File: config.mk
export PLATFORM = sky130hd
export DESIGN_NAME = br_resolve
export DESIGN_NICKNAME = d
export VERILOG_FILES = /design/src/rtl/br_pkg.sv /design/src/rtl/br_fifo.sv /design/src/rtl/br_resolve.sv
export SDC_FILE = /design/constraint.sdc
export NUM_CORES = 1
export LEC_CHECK = 0
export ABC_AREA = 1
export CORE_UTILIZATION = 28
export DETAILED_ROUTE_END_ITERATION = 6
export DONT_BUFFER_PORTS = 1
export PLACE_DENSITY_LB_ADDON = 0.1
export SYNTH_ARGS = -nofsm -noshare
export SYNTH_HDL_FRONTEND = slang
export SYNTH_SLANG_ARGS = --single-unit
File: constraint.sdc
create_clock -name clk -period 5.8 [get_ports clk]
set_clock_uncertainty 0.1 [all_clocks]
set_input_delay 0 -clock clk [delete_from_list [all_inputs] [get_ports clk]]
set_output_delay 0 -clock clk [all_outputs]
set_load 0.1 [all_outputs]
File: src/rtl/br_pkg.sv
// Shared types and constants for the branch-resolution slice.
package br_pkg;

    typedef enum logic {
        RUN     = 1'b0,
        RECOVER = 1'b1
    } resolve_state_t;

    localparam logic BR_TAKEN  = 1'b1;
    localparam logic BR_NTAKEN = 1'b0;

endpackage

File: src/rtl/br_fifo.sv
// 1-bit-wide FIFO with wrap-around pointers and an occupancy count.
module br_fifo #(
    parameter int DEPTH = 4
) (
    input  logic clk,
    input  logic rst,
    input  logic push_i,
    input  logic pop_i,
    input  logic clear_i,
    input  logic din_i,
    output logic full_o,
    output logic empty_o,
    output logic head_o
);

    localparam int AW = (DEPTH > 1) ? $clog2(DEPTH) : 1;

    logic [AW-1:0]    wr_q, rd_q;
    logic [AW:0]      cnt_q;
    logic [DEPTH-1:0] mem_q;
    logic             push_ok, pop_ok;

    assign full_o  = (cnt_q == (AW+1)'(DEPTH));
    assign empty_o = (cnt_q == '0);
    assign head_o  = mem_q[rd_q];
    assign push_ok = push_i && !full_o && !clear_i;
    assign pop_ok  = pop_i && !empty_o && !clear_i;

    // NOTE: storage is not reset; the count alone decides which entries are valid.
    always_ff @(posedge clk) begin
        if (push_ok) begin
            mem_q[wr_q] <= din_i;
        end
    end

    always_ff @(posedge clk or posedge rst) begin
        if (rst) begin
            wr_q  <= '0;
            rd_q  <= '0;
            cnt_q <= '0;
        end else if (clear_i) begin
            wr_q  <= '0;
            rd_q  <= '0;
            cnt_q <= '0;
        end else begin
            if (push_ok) wr_q <= wr_q + 1'b1;
            if (pop_ok)  rd_q <= rd_q + 1'b1;
            case ({push_ok, pop_ok})
                2'b10:   cnt_q <= cnt_q + 1'b1;
                2'b01:   cnt_q <= cnt_q - 1'b1;
                default: cnt_q <= cnt_q;
            endcase
        end
    end

endmodule

File: src/rtl/br_resolve.sv
// Matches queued branch predictions against execute outcomes and drives recovery.
// Define BR_RESOLVE_STATS_EN to build the saturating br_cnt/miss_cnt counters.
module br_resolve
    import br_pkg::*;
#(
    parameter int DEPTH = 4,
    parameter int RECOV = 2,
    parameter int CNT_W = 16
) (
    input  logic             clk,
    input  logic             rst,
    input  logic             pred_vld,
    input  logic             pred_take,
    output logic             pred_rdy,
    input  logic             res_vld,
    input  logic             res_taken,
    output logic             upd_vld,
    output logic             taken,
    output logic             mispredict,
    output logic             flush,
    output logic             err,
    output logic [CNT_W-1:0] br_cnt,
    output logic [CNT_W-1:0] miss_cnt
);

    localparam int RW = (RECOV > 1) ? $clog2(RECOV) : 1;

    resolve_state_t state_q;
    logic [RW-1:0]  rcnt_q;
    logic           upd_vld_q, taken_q, mispredict_q, err_q;
    logic           full, empty, head;
    logic           in_run, pop, mismatch, push;

    assign in_run   = (state_q == RUN);
    assign pred_rdy = in_run && !full;
    assign pop      = res_vld && in_run && !empty;
    assign mismatch = pop && (head != res_taken);
    // Entries younger than a mispredicted branch are wrong-path, so a same-cycle push dies too.
    assign push     = pred_vld && pred_rdy && !mismatch;

    br_fifo #(.DEPTH(DEPTH)) u_fifo (
        .clk     (clk),
        .rst     (rst),
        .push_i  (push),
        .pop_i   (pop),
        .clear_i (mismatch),
        .din_i   (pred_take),
        .full_o  (full),
        .empty_o (empty),
        .head_o  (head)
    );

    always_ff @(posedge clk or posedge rst) begin
        if (rst) begin
            state_q      <= RUN;
            rcnt_q       <= '0;
            upd_vld_q    <= 1'b0;
            taken_q      <= BR_NTAKEN;
            mispredict_q <= 1'b0;
            err_q        <= 1'b0;
        end else begin
            upd_vld_q    <= pop;
            mispredict_q <= mismatch;
            if (pop) taken_q <= res_taken;
            if (res_vld && in_run && empty) err_q <= 1'b1;
            case (state_q)
                RUN: begin
                    if (mismatch) begin
                        state_q <= RECOVER;
                        rcnt_q  <= RW'(RECOV - 1);
                    end
                end
                RECOVER: begin
                    if (rcnt_q == '0) state_q <= RUN;
                    else              rcnt_q  <= rcnt_q - 1'b1;
                end
                default: state_q <= RUN;
            endcase
        end
    end

    assign upd_vld    = upd_vld_q;
    assign taken      = taken_q;
    assign mispredict = mispredict_q;
    assign err        = err_q;
    assign flush      = (state_q == RECOVER);

`ifdef BR_RESOLVE_STATS_EN
    logic [CNT_W-1:0] br_cnt_q, miss_cnt_q;

    always_ff @(posedge clk or posedge rst) begin
        if (rst) begin
            br_cnt_q   <= '0;
            miss_cnt_q <= '0;
        end else begin
            if (pop && (br_cnt_q != '1))        br_cnt_q   <= br_cnt_q + 1'b1;
            if (mismatch && (miss_cnt_q != '1)) miss_cnt_q <= miss_cnt_q + 1'b1;
        end
    end

    assign br_cnt   = br_cnt_q;
    assign miss_cnt = miss_cnt_q;
`else
    assign br_cnt   = '0;
    assign miss_cnt = '0;
`endif

endmodule

==> results_dict.tcl, run 1 <==
set metrics [dict create \
    die_y_microns 67.6 \
    power_density_nw_per_um2 607 \
    drive_gt1_frac 0.177 \
    peakVddDrop_mv 0.163 \
    antenna_left 0 \
    synthDistinctLibCells 26 \
    wirelength_mm 1.83 \
    rows 23 \
    start_kind "register" \
    status "finished, final reports clean" \
    min_path_cells 4 \
    coreArea_sq_um 4060 \
    dpl_cell_area_sq_um 1150 \
    period_share 0.473 \
    netlist_instances 132 \
    cts.sinks 17 \
    path_clk_slew_ns 0.07 \
    clk_latency_ns 0.25 \
    p_int_uw 314 \
    clock_path_buffers 2 \
    synthToLayoutAreaGrowth_pct 3.53 \
    crit_chain "a21oi_2, buf_4, nand2_4, nand3_4, inv_1, fa_1, xnor2_1, inv_1, nand2_1, nand2_1, nand3_1, nand2_1" \
    dp_hpwl_mm 1.50 \
    max-cap-violations 0 \
    remaining_drc_errors 0 \
    drt_iter0_markers 9 \
    dr_total_vias 713 \
    critPathMaxStageDelay_ns 0.76 \
    cts_buffers 3 \
    reg2reg_from "flush" \
    slew_headroom 0.349 \
    switchingPower_uw 442 \
    n_antenna_cell 0 \
    required_ns 5.84 \
    r2r-end "u_fifo.cnt_q[2]" \
    hold_viol_final 0 \
    cts_hold_buf 5 \
    critPathCaptureType "register" \
    grt_pass1_wl_mm 2.86 \
    antenna_found_initial 0 \
    synth_area_sq_um 1200 \
    firstDrtPassIters 2 \
    p_total_uw 756 \
    path_buf_inv 3 \
    power.share.clock 0.116 \
    fillers 432 \
    fin_nets 153 \
    rrSetupSlack_ns 3.06 \
    cp_max_fo 6 \
    max_freq_mhz 365 \
    pre_cts_ws_ns 3.04 \
    grt_max_degree 14 \
    place_congestion 0.693 \
    cts_setup_buffers 0 \
    start_util 0.297 \
    root_buffer "clkbuf_8" \
    worstSetupPathType "register to register" \
    path_depth 12 \
    min_period_ns 2.74 \
    ios 44 \
    grt_pass1_vias 628 \
    ff2ff_path_depth 12 \
    fin_ws_ns 3.06 \
    die_area_sq_um 4570 \
    worstMarginPinSlew_ns 0.977 \
    syn_area_per_cell_sq_um 9.12 \
    place.port_buffers 0 \
    ys_ff_latch 17 \
    route.detailed.vias_per_inst 3.73 \
    pwr-share-comb 0.503 \
    cpMostUsedCell "nand2_1" \
    hold_path_end "mispredict" \
    cp_top_family "flip-flops" \
    arrival_ns 2.78 \
    cp_slowest_cell "dfrtp_1" \
    cts.repair.resized 0 \
    rsz0062_at_grt "no" \
    finalSetupViolCount 0 \
    grt_overflow 0 \
    maxSlewViolCount 0 \
    finalSetupTns_ns 0 \
    pwr-share-seq 0.382 \
    hold_path.startpoint "res_taken" \
    p_leak_nw 0.656 \
    fp.dieW_microns 67.6 \
    yosys_warnings 0 \
    hp-class "input port to register" \
    htreeDepth 1 \
    final_cell_area_sq_um 1250 \
    avgRoutedWirePerCell_microns 9.57 \
    cts_tree "built" \
    switching_share 0.585 \
    synth-seq-area-share 0.370 \
    track_usage 0.0882 \
]
[layout make-up]
type / count / area [sq um] / area share
Timing Repair Buffer: 6 / 57.6 / 0.0462
Multi-Input combinational cell: 93 / 551 / 0.442
Tap cell: 50 / 62.6 / 0.0502
Sequential cell: 17 / 445 / 0.357
Clock inverter: 1 / 5.00 / 0.00402
Inverter: 21 / 83.8 / 0.0673
Clock buffer: 3 / 41.3 / 0.0331
[tightest hold or removal path, cell delays in order]
cell,delay [ns]
nand2_1,0.04
nand2_2,0.11
nand2_4,0.11
inv_1,0.06
[per-layer routing]
| metal | wire length [microns] | GRT usage |
|---|---|---|
| met1 | 809 | 0.105 |
| met2 | 870 | 0.145 |
| met3 | 119 | 0.0203 |
| met4 | 28 | 0.0479 |
| met5 | 0 | 0 |
[through the flow]
| step | util | hold WS (ns) | instances |
|---|---|---|---|
| after global routing | 0.307 | 0.0595 | 191 |
| after detailed placement | 0.283 | -0.131 | 182 |
| after floorplan | - | -0.223 | 163 |
| after global placement | 0.283 | -0.127 | 182 |
| final | 0.307 | 0.0209 | 191 |
| after CTS | 0.307 | 0.0281 | 191 |
[cell usage in the layout, fill, tap and decap left out, types with 2 or more instances in the layout]
master	n
edfxtp_1	4
nor2_1	5
dlygate4sd3_1	5
clkbuf_8	3
ha_1	4
nand2_1	18
nand2_4	5
inv_2	3
nand3_2	2
o21ai_1	2
dfrtp_1	13
o21ai_0	3
nand3_1	8
inv_1	16
conb_1	32
nand2_2	3
inv_4	2
nand3_4	2
[flip-flops by register name, indices dropped and copies added (netlist names)]
name,cells
flush,1
u_fifo.cnt_q,3
mispredict,1
err,1
u_fifo.wr_q,2
taken,1
u_fifo.rd_q,2
upd_vld,1
rcnt_q,1
u_fifo.mem_q,4
[Yosys cell counts]
cell type / count / share of area
o21ai_1: 2 / 0.0083
inv_4: 2 / 0.010
a21oi_1: 1 / 0.0042
mux2i_4: 1 / 0.019
conb_1: 1 / 0.0031
nor2_4: 1 / 0.0094
xnor2_1: 1 / 0.0073
nand3_1: 8 / 0.033
nand2_2: 3 / 0.016
ha_1: 4 / 0.042
nor2_1: 5 / 0.016
nand3_4: 2 / 0.029
fa_1: 1 / 0.017
a21oi_2: 1 / 0.0073
o21bai_1: 1 / 0.0062
buf_4: 32 / 0.20
inv_2: 3 / 0.0094
nand3_2: 2 / 0.017
inv_1: 16 / 0.050
xor2_1: 1 / 0.0073
o21ai_0: 3 / 0.012
dfrtp_1: 13 / 0.27
edfxtp_1: 4 / 0.10
nand4_1: 1 / 0.0052
nand2_4: 5 / 0.047
nand2_1: 18 / 0.056
[worst max-delay path by stage]
stage                     start               to  slack [ns]
after global routing      flush  u_fifo.cnt_q[2]        2.86
after CTS                 flush  u_fifo.cnt_q[2]        3.03
after detailed placement  flush  u_fifo.cnt_q[2]        3.04
final                     flush  u_fifo.cnt_q[2]        3.06
after floorplan           flush  u_fifo.cnt_q[2]        2.58
after global placement    flush  u_fifo.cnt_q[2]        3.07
[cells by family (layout without fill, tap and decap cells)]
family	after synthesis	in the layout	share of synthesized area
muxes	1	1	0.0187
other	1	32	0.00312
adders and majority gates	5	5	0.0582
AOI/OAI and AO/OA	8	8	0.0385
xor gates and xnor gates	2	2	0.0146
and+or+nand+nor	45	45	0.228
DFF	17	17	0.370
buffers and inverters	53	31	0.269
[power groups by stage]
stage / combinational, mW / clock [mW] / sequential [mW]
after floorplan: 0.354 / 0 / 0.283
after global placement: 0.381 / 0 / 0.292
after detailed placement: 0.382 / 0 / 0.293
after CTS: 0.387 / 0.0919 / 0.290
after global routing: 0.424 / 0.0963 / 0.296
final: 0.380 / 0.0874 / 0.289
Note: power is estimated with default switching activity, not from simulation.
==> inputs of run 2 (changes only) <==
==> constraint.sdc (replaced) <==
create_clock -name clk -period 2.65 [get_ports clk]
set_clock_uncertainty 0.1 [all_clocks]
set_input_delay 0 -clock clk [delete_from_list [all_inputs] [get_ports clk]]
set_output_delay 0 -clock clk [all_outputs]
set_load 0.1 [all_outputs]
==> results_dict.tcl, run 2 (same netlist as run 1, synthesis figures left out) <==
set metrics [dict create \
    finalSetupViolCount 0 \
    cpMostUsedCell "nand2_1" \
    min_path_cells 4 \
    root_buffer "clkbuf_8" \
    coreArea_sq_um 4060 \
    firstDrtPassIters 3 \
    power.share.clock 0.113 \
    whs_ns 0.0114 \
    synthToLayoutAreaGrowth_pct 6.03 \
    cp_max_fo 6 \
    cts_tree "built" \
    switching_share 0.577 \
    regMostFlops "u_fifo.mem_q" \
    htreeDepth 1 \
    grt_max_degree 14 \
    place.port_buffers 0 \
    min_period_ns 2.12 \
    critPathCaptureType "register" \
    fp.dieW_microns 67.6 \
    max_freq_mhz 471 \
    worstMarginPinSlew_ns 0.884 \
    path_clk_slew_ns 0.06 \
    antenna_left 0 \
    status "finished, final reports clean" \
    place_congestion 0.696 \
    ios 44 \
    crit_chain "nor2_4, nand2_4, nand3_4, inv_4, nand3_4, inv_1, fa_1, xnor2_1, inv_1, nand2_1, nand2_1, nand3_1, nand2_1" \
    pwr-share-seq 0.321 \
    antenna_found_initial 0 \
    power_density_nw_per_um2 1320 \
    drt_iter0_markers 7 \
    route.detailed.vias_per_inst 3.60 \
    cts_setup_buffers 0 \
    critPathMaxStageDelay_ns 0.44 \
    wirelength_mm 1.80 \
    ff2ff_path_depth 13 \
    avgRoutedWirePerCell_microns 9.28 \
    dp_hpwl_mm 1.46 \
    grt_pass1_wl_mm 3.03 \
    finalSetupTns_ns 0 \
    hold_viol_final 0 \
    arrival_ns 2.16 \
    required_ns 2.69 \
    n_antenna_cell 0 \
    cts_hold_buf 5 \
    start_kind "register" \
    p_total_mw 1.69 \
    largest_reg_flops 4 \
    fin_nets 156 \
    start_util 0.297 \
    hp-class "input port to register" \
    dr_total_vias 699 \
    cts.repair.resized 0 \
    utilization 0.315 \
    die_area_sq_um 4570 \
    rows 23 \
    die_y_microns 67.6 \
    drive_gt1_frac 0.194 \
    max-cap-violations 0 \
    peakVddDrop_mv 0.564 \
    layout_commonest_cell "conb_1" \
    cp_slowest_cell "dfrtp_1" \
    clk_latency_ns 0.25 \
    switchingPower_uw 972 \
    path_depth 13 \
    grt_pass1_vias 677 \
    maxSlewViolCount 0 \
    cts_buffers 3 \
    cp_top_family "simple AND/OR/NAND/NOR gates" \
    track_usage 0.0907 \
    reg_top3 "u_fifo.mem_q x4, u_fifo.cnt_q x3" \
    p_int_uw 713 \
    path_buf_inv 3 \
    period_share 0.802 \
    final_cell_mix "conb_1, nand2_1, inv_1, dfrtp_1, nand3_1" \
    pwr-share-comb 0.566 \
    rsz0062_at_grt "no" \
    slew_headroom 0.411 \
    grt_overflow 0 \
    remaining_drc_errors 0 \
    p_leak_nw 0.668 \
    worstSetupPathType "register to register" \
    clock_path_buffers 2 \
    cts.sinks 17 \
]
## run 2: cell type report
cell class,count,area (sq um)
flip-flops and latches,17,447
well taps,50,62.6
clock buffers,4,45.0
multi-input cells,93,558
repair buffers,9,80.1
fillers,435,2780
inverters,21,83.8
## run 2: power by group through the flow
stage               Combinational [mW]  Sequential [mW]  Clock [mW]
CTS                              0.968            0.543       0.203
global route                      1.06            0.553       0.213
global placement                 0.955            0.546           0
finish                           0.954            0.541       0.191
floorplan                        0.782            0.625           0
detailed placement               0.959            0.547           0
## run 2: path summary, 6_finish.rpt
| path | from | slack, ns | end |
|---|---|---|---|
| worst max-delay path | u_fifo.cnt_q[0] | 0.53 | u_fifo.cnt_q[2] |
| worst min-delay path | res_taken | 0.01 | mispredict |
| worst max register to register | u_fifo.cnt_q[0] | 0.53 | u_fifo.cnt_q[2] |
| worst min register to register | err | 0.39 | err |
| max in group asynchronous | rst | 1.92 | flush |
| min in group asynchronous | rst | 0.14 | rcnt_q |
## run 2: worst reg2reg max path, delay by kind of cell, from the launching register on
family	cells	cell delay [ns]
xor gates and xnor gates	1	0.18
adders and majority gates	1	0.38
buffers and inverters	3	0.20
DFF	1	0.44
and+or+nand+nor	8	0.72
## run 2: stage by stage
step	setup slack (ns)	instances	area (sq um)
after floorplan	0.0173	163	1330
after detailed placement	0.517	185	1180
final	0.526	194	1280
after global placement	0.514	185	1180
after CTS	0.499	194	1280
after global routing	0.332	194	1280
## run 2: layer usage
layer	vias to the layer above	GRT usage	routed length [microns]
li1	367	-	-
met1	307	0.113	860
met2	23	0.144	830
met3	2	0.0321	82
met4	0	0.0319	27
met5	-	0	0
==> inputs of run 3 (changes only) <==
==> constraint.sdc (replaced) <==
create_clock -name clk -period 2.1 [get_ports clk]
set_clock_uncertainty 0.1 [all_clocks]
set_input_delay 0 -clock clk [delete_from_list [all_inputs] [get_ports clk]]
set_output_delay 0 -clock clk [all_outputs]
set_load 0.1 [all_outputs]
==> results_dict.tcl, run 3 (same netlist as run 1, synthesis figures left out) <==
set metrics [dict create \
    regMostFlops "u_fifo.mem_q" \
    critPathCaptureType "register" \
    finalSetupViolCount 0 \
    cp-startpoint "u_fifo.rd_q[0]" \
    min_period_ns 2.01 \
    max_freq_mhz 497 \
    power_density_nw_per_um2 1670 \
    grt_overflow 0 \
    start_kind "register" \
    period_share 0.957 \
    arrival_ns 2.05 \
    final_cell_mix "conb_1, inv_1, nand2_1, dfrtp_1, buf_4" \
    cts.sinks 17 \
    slew_headroom 0.413 \
    status "finished, final reports clean" \
    grt_max_degree 14 \
    endpoint "u_fifo.cnt_q[2]" \
    antenna_found_initial 0 \
    max-cap-violations 0 \
    dpl.cell_count 187 \
    ios 44 \
    seqCellArea_sq_um 452 \
    layout_commonest_cell "conb_1" \
    coreArea_sq_um 4060 \
    drt_iter0_markers 12 \
    cts_tree "built" \
    cts_buffers 3 \
    start_util 0.297 \
    clock_path_buffers 2 \
    hold_viol_final 0 \
    fin_ws_ns 0.0899 \
    hp-class "input port to register" \
    drive_gt1_frac 0.300 \
    rsz0062_at_grt "yes" \
    worstMarginPinSlew_ns 0.882 \
    track_usage 0.0922 \
    crit_chain "inv_2, nand2_2, nand3_2, nand2_2, nand2_2, nand2_4, nand3_4, inv_2, fa_2, xnor2_2, inv_1, nand2_1, nand2_1, nand3_2, nand2_2" \
    maxSlewViolCount 0 \
    clk_latency_ns 0.25 \
    root_buffer "clkbuf_8" \
    rrSetupSlack_ns 0.09 \
    largest_reg_flops 4 \
    fillers 443 \
    pre_cts_ws_ns 0.0593 \
    dr_total_vias 748 \
    fin_nets 162 \
    n_antenna_cell 0 \
    place.port_buffers 0 \
    required_ns 2.14 \
    path_clk_slew_ns 0.07 \
    p_leak_nw 0.694 \
    grt_pass1_wl_mm 3.04 \
    die_y_microns 67.6 \
    route.detailed.vias_per_inst 3.74 \
    multi_input_area_sq_um 583 \
    antenna_left 0 \
    grt_pass1_vias 704 \
    cp_slowest_cell "dfrtp_1" \
    place_congestion 0.743 \
    die_area_sq_um 4570 \
    ff2ff_path_depth 15 \
    dp_hpwl_mm 1.48 \
    rows 23 \
    avgRoutedWirePerCell_microns 9.33 \
    remaining_drc_errors 0 \
    cp_max_fo 5 \
    worstSetupPathType "register to register" \
    cpMostUsedCell "nand2_2" \
    reg_top3 "u_fifo.mem_q x4, u_fifo.cnt_q x3" \
    peakVddDrop_mv 0.730 \
    wirelength_mm 1.87 \
    htreeDepth 1 \
    firstDrtPassIters 4 \
    critPathMaxStageDelay_ns 0.41 \
    synthToLayoutAreaGrowth_pct 12.6 \
    fp.dieW_microns 67.6 \
    reg2reg_from "u_fifo.rd_q[0]" \
    finalSetupTns_ns 0 \
    r2r-end "u_fifo.cnt_q[2]" \
    final_cells 200 \
]
[run 3: cell count changes in the layout (fill, tap and decap cells not counted), moves of 2 or more]
cell and delta:
nand2_2 +4, dfrtp_1 -2, buf_4 +6, nand2_1 -4
[run 3: per-layer routing]
| metal | up-vias | share of wire | GRT usage | routed length [microns] |
|---|---|---|---|---|
| li1 | 375 | - | - | - |
| met1 | 341 | 0.46 | 0.117 | 857 |
| met2 | 28 | 0.48 | 0.149 | 888 |
| met3 | 4 | 0.045 | 0.0101 | 84 |
| met4 | 0 | 0.018 | 0.0559 | 34 |
| met5 | - | 0 | 0 | 0 |
[run 3: metrics by stage]
step                 util  hold WS (ns)  power [mW]  instance area (sq um)
floorplan               -        -0.223        1.80                   1340
global placement    0.298        -0.137        1.94                   1210
detailed placement  0.298        -0.136        1.96                   1210
CTS                 0.322        0.0129        2.22                   1310
global route        0.334        0.0452        2.44                   1360
finish              0.334        0.0102        2.27                   1360
[run 3: area by class of cell]
type / instances / area share
multi-input cells: 93 / 0.430
flip-flops and latches: 17 / 0.333
repair buffers: 15 / 0.0923
inverters: 21 / 0.0619
well taps: 50 / 0.0462
clock buffers: 3 / 0.0305
clock inverters: 1 / 0.00554
[run 3: worst max-delay path, delay by kind of cell, from the launching register on]
| kind | cells | cell delay [ns] |
|---|---|---|
| xor gates and xnor gates | 1 | 0.14 |
| adders and majority gates | 1 | 0.40 |
| buffers and inverters | 3 | 0.21 |
| DFF | 1 | 0.41 |
| and+or+nand+nor | 10 | 0.65 |
[run 3: report_power, final]
group | internal, mW | leakage (nW) | switching, mW
clock network | 0.133 | 0.0217 | 0.113
registers | 0.469 | 0.192 | 0.162
logic | 0.387 | 0.480 | 1.00
total | 0.989 | 0.694 | 1.28
[run 3: how the worst min path moves through the flow]
stage	depth (start not counted)	slack (ns)	from	endpoint
after global routing	4	0.05	res_taken	mispredict
after floorplan	1	-0.22	rst	err
final	4	0.01	res_taken	mispredict
after CTS	4	0.01	res_taken	mispredict
after global placement	1	-0.14	rst	mispredict
after detailed placement	1	-0.14	rst	u_fifo.wr_q[0]
[run 3: timing repair]
item / 4_1_cts / 5_1_grt
gates resized for setup: 0 / 7
endpoints found under the setup margin: 0 / 1
hold buffers: 5 / 0
endpoints found under the hold margin: 26 / 0
buffers inserted: 0 / 4
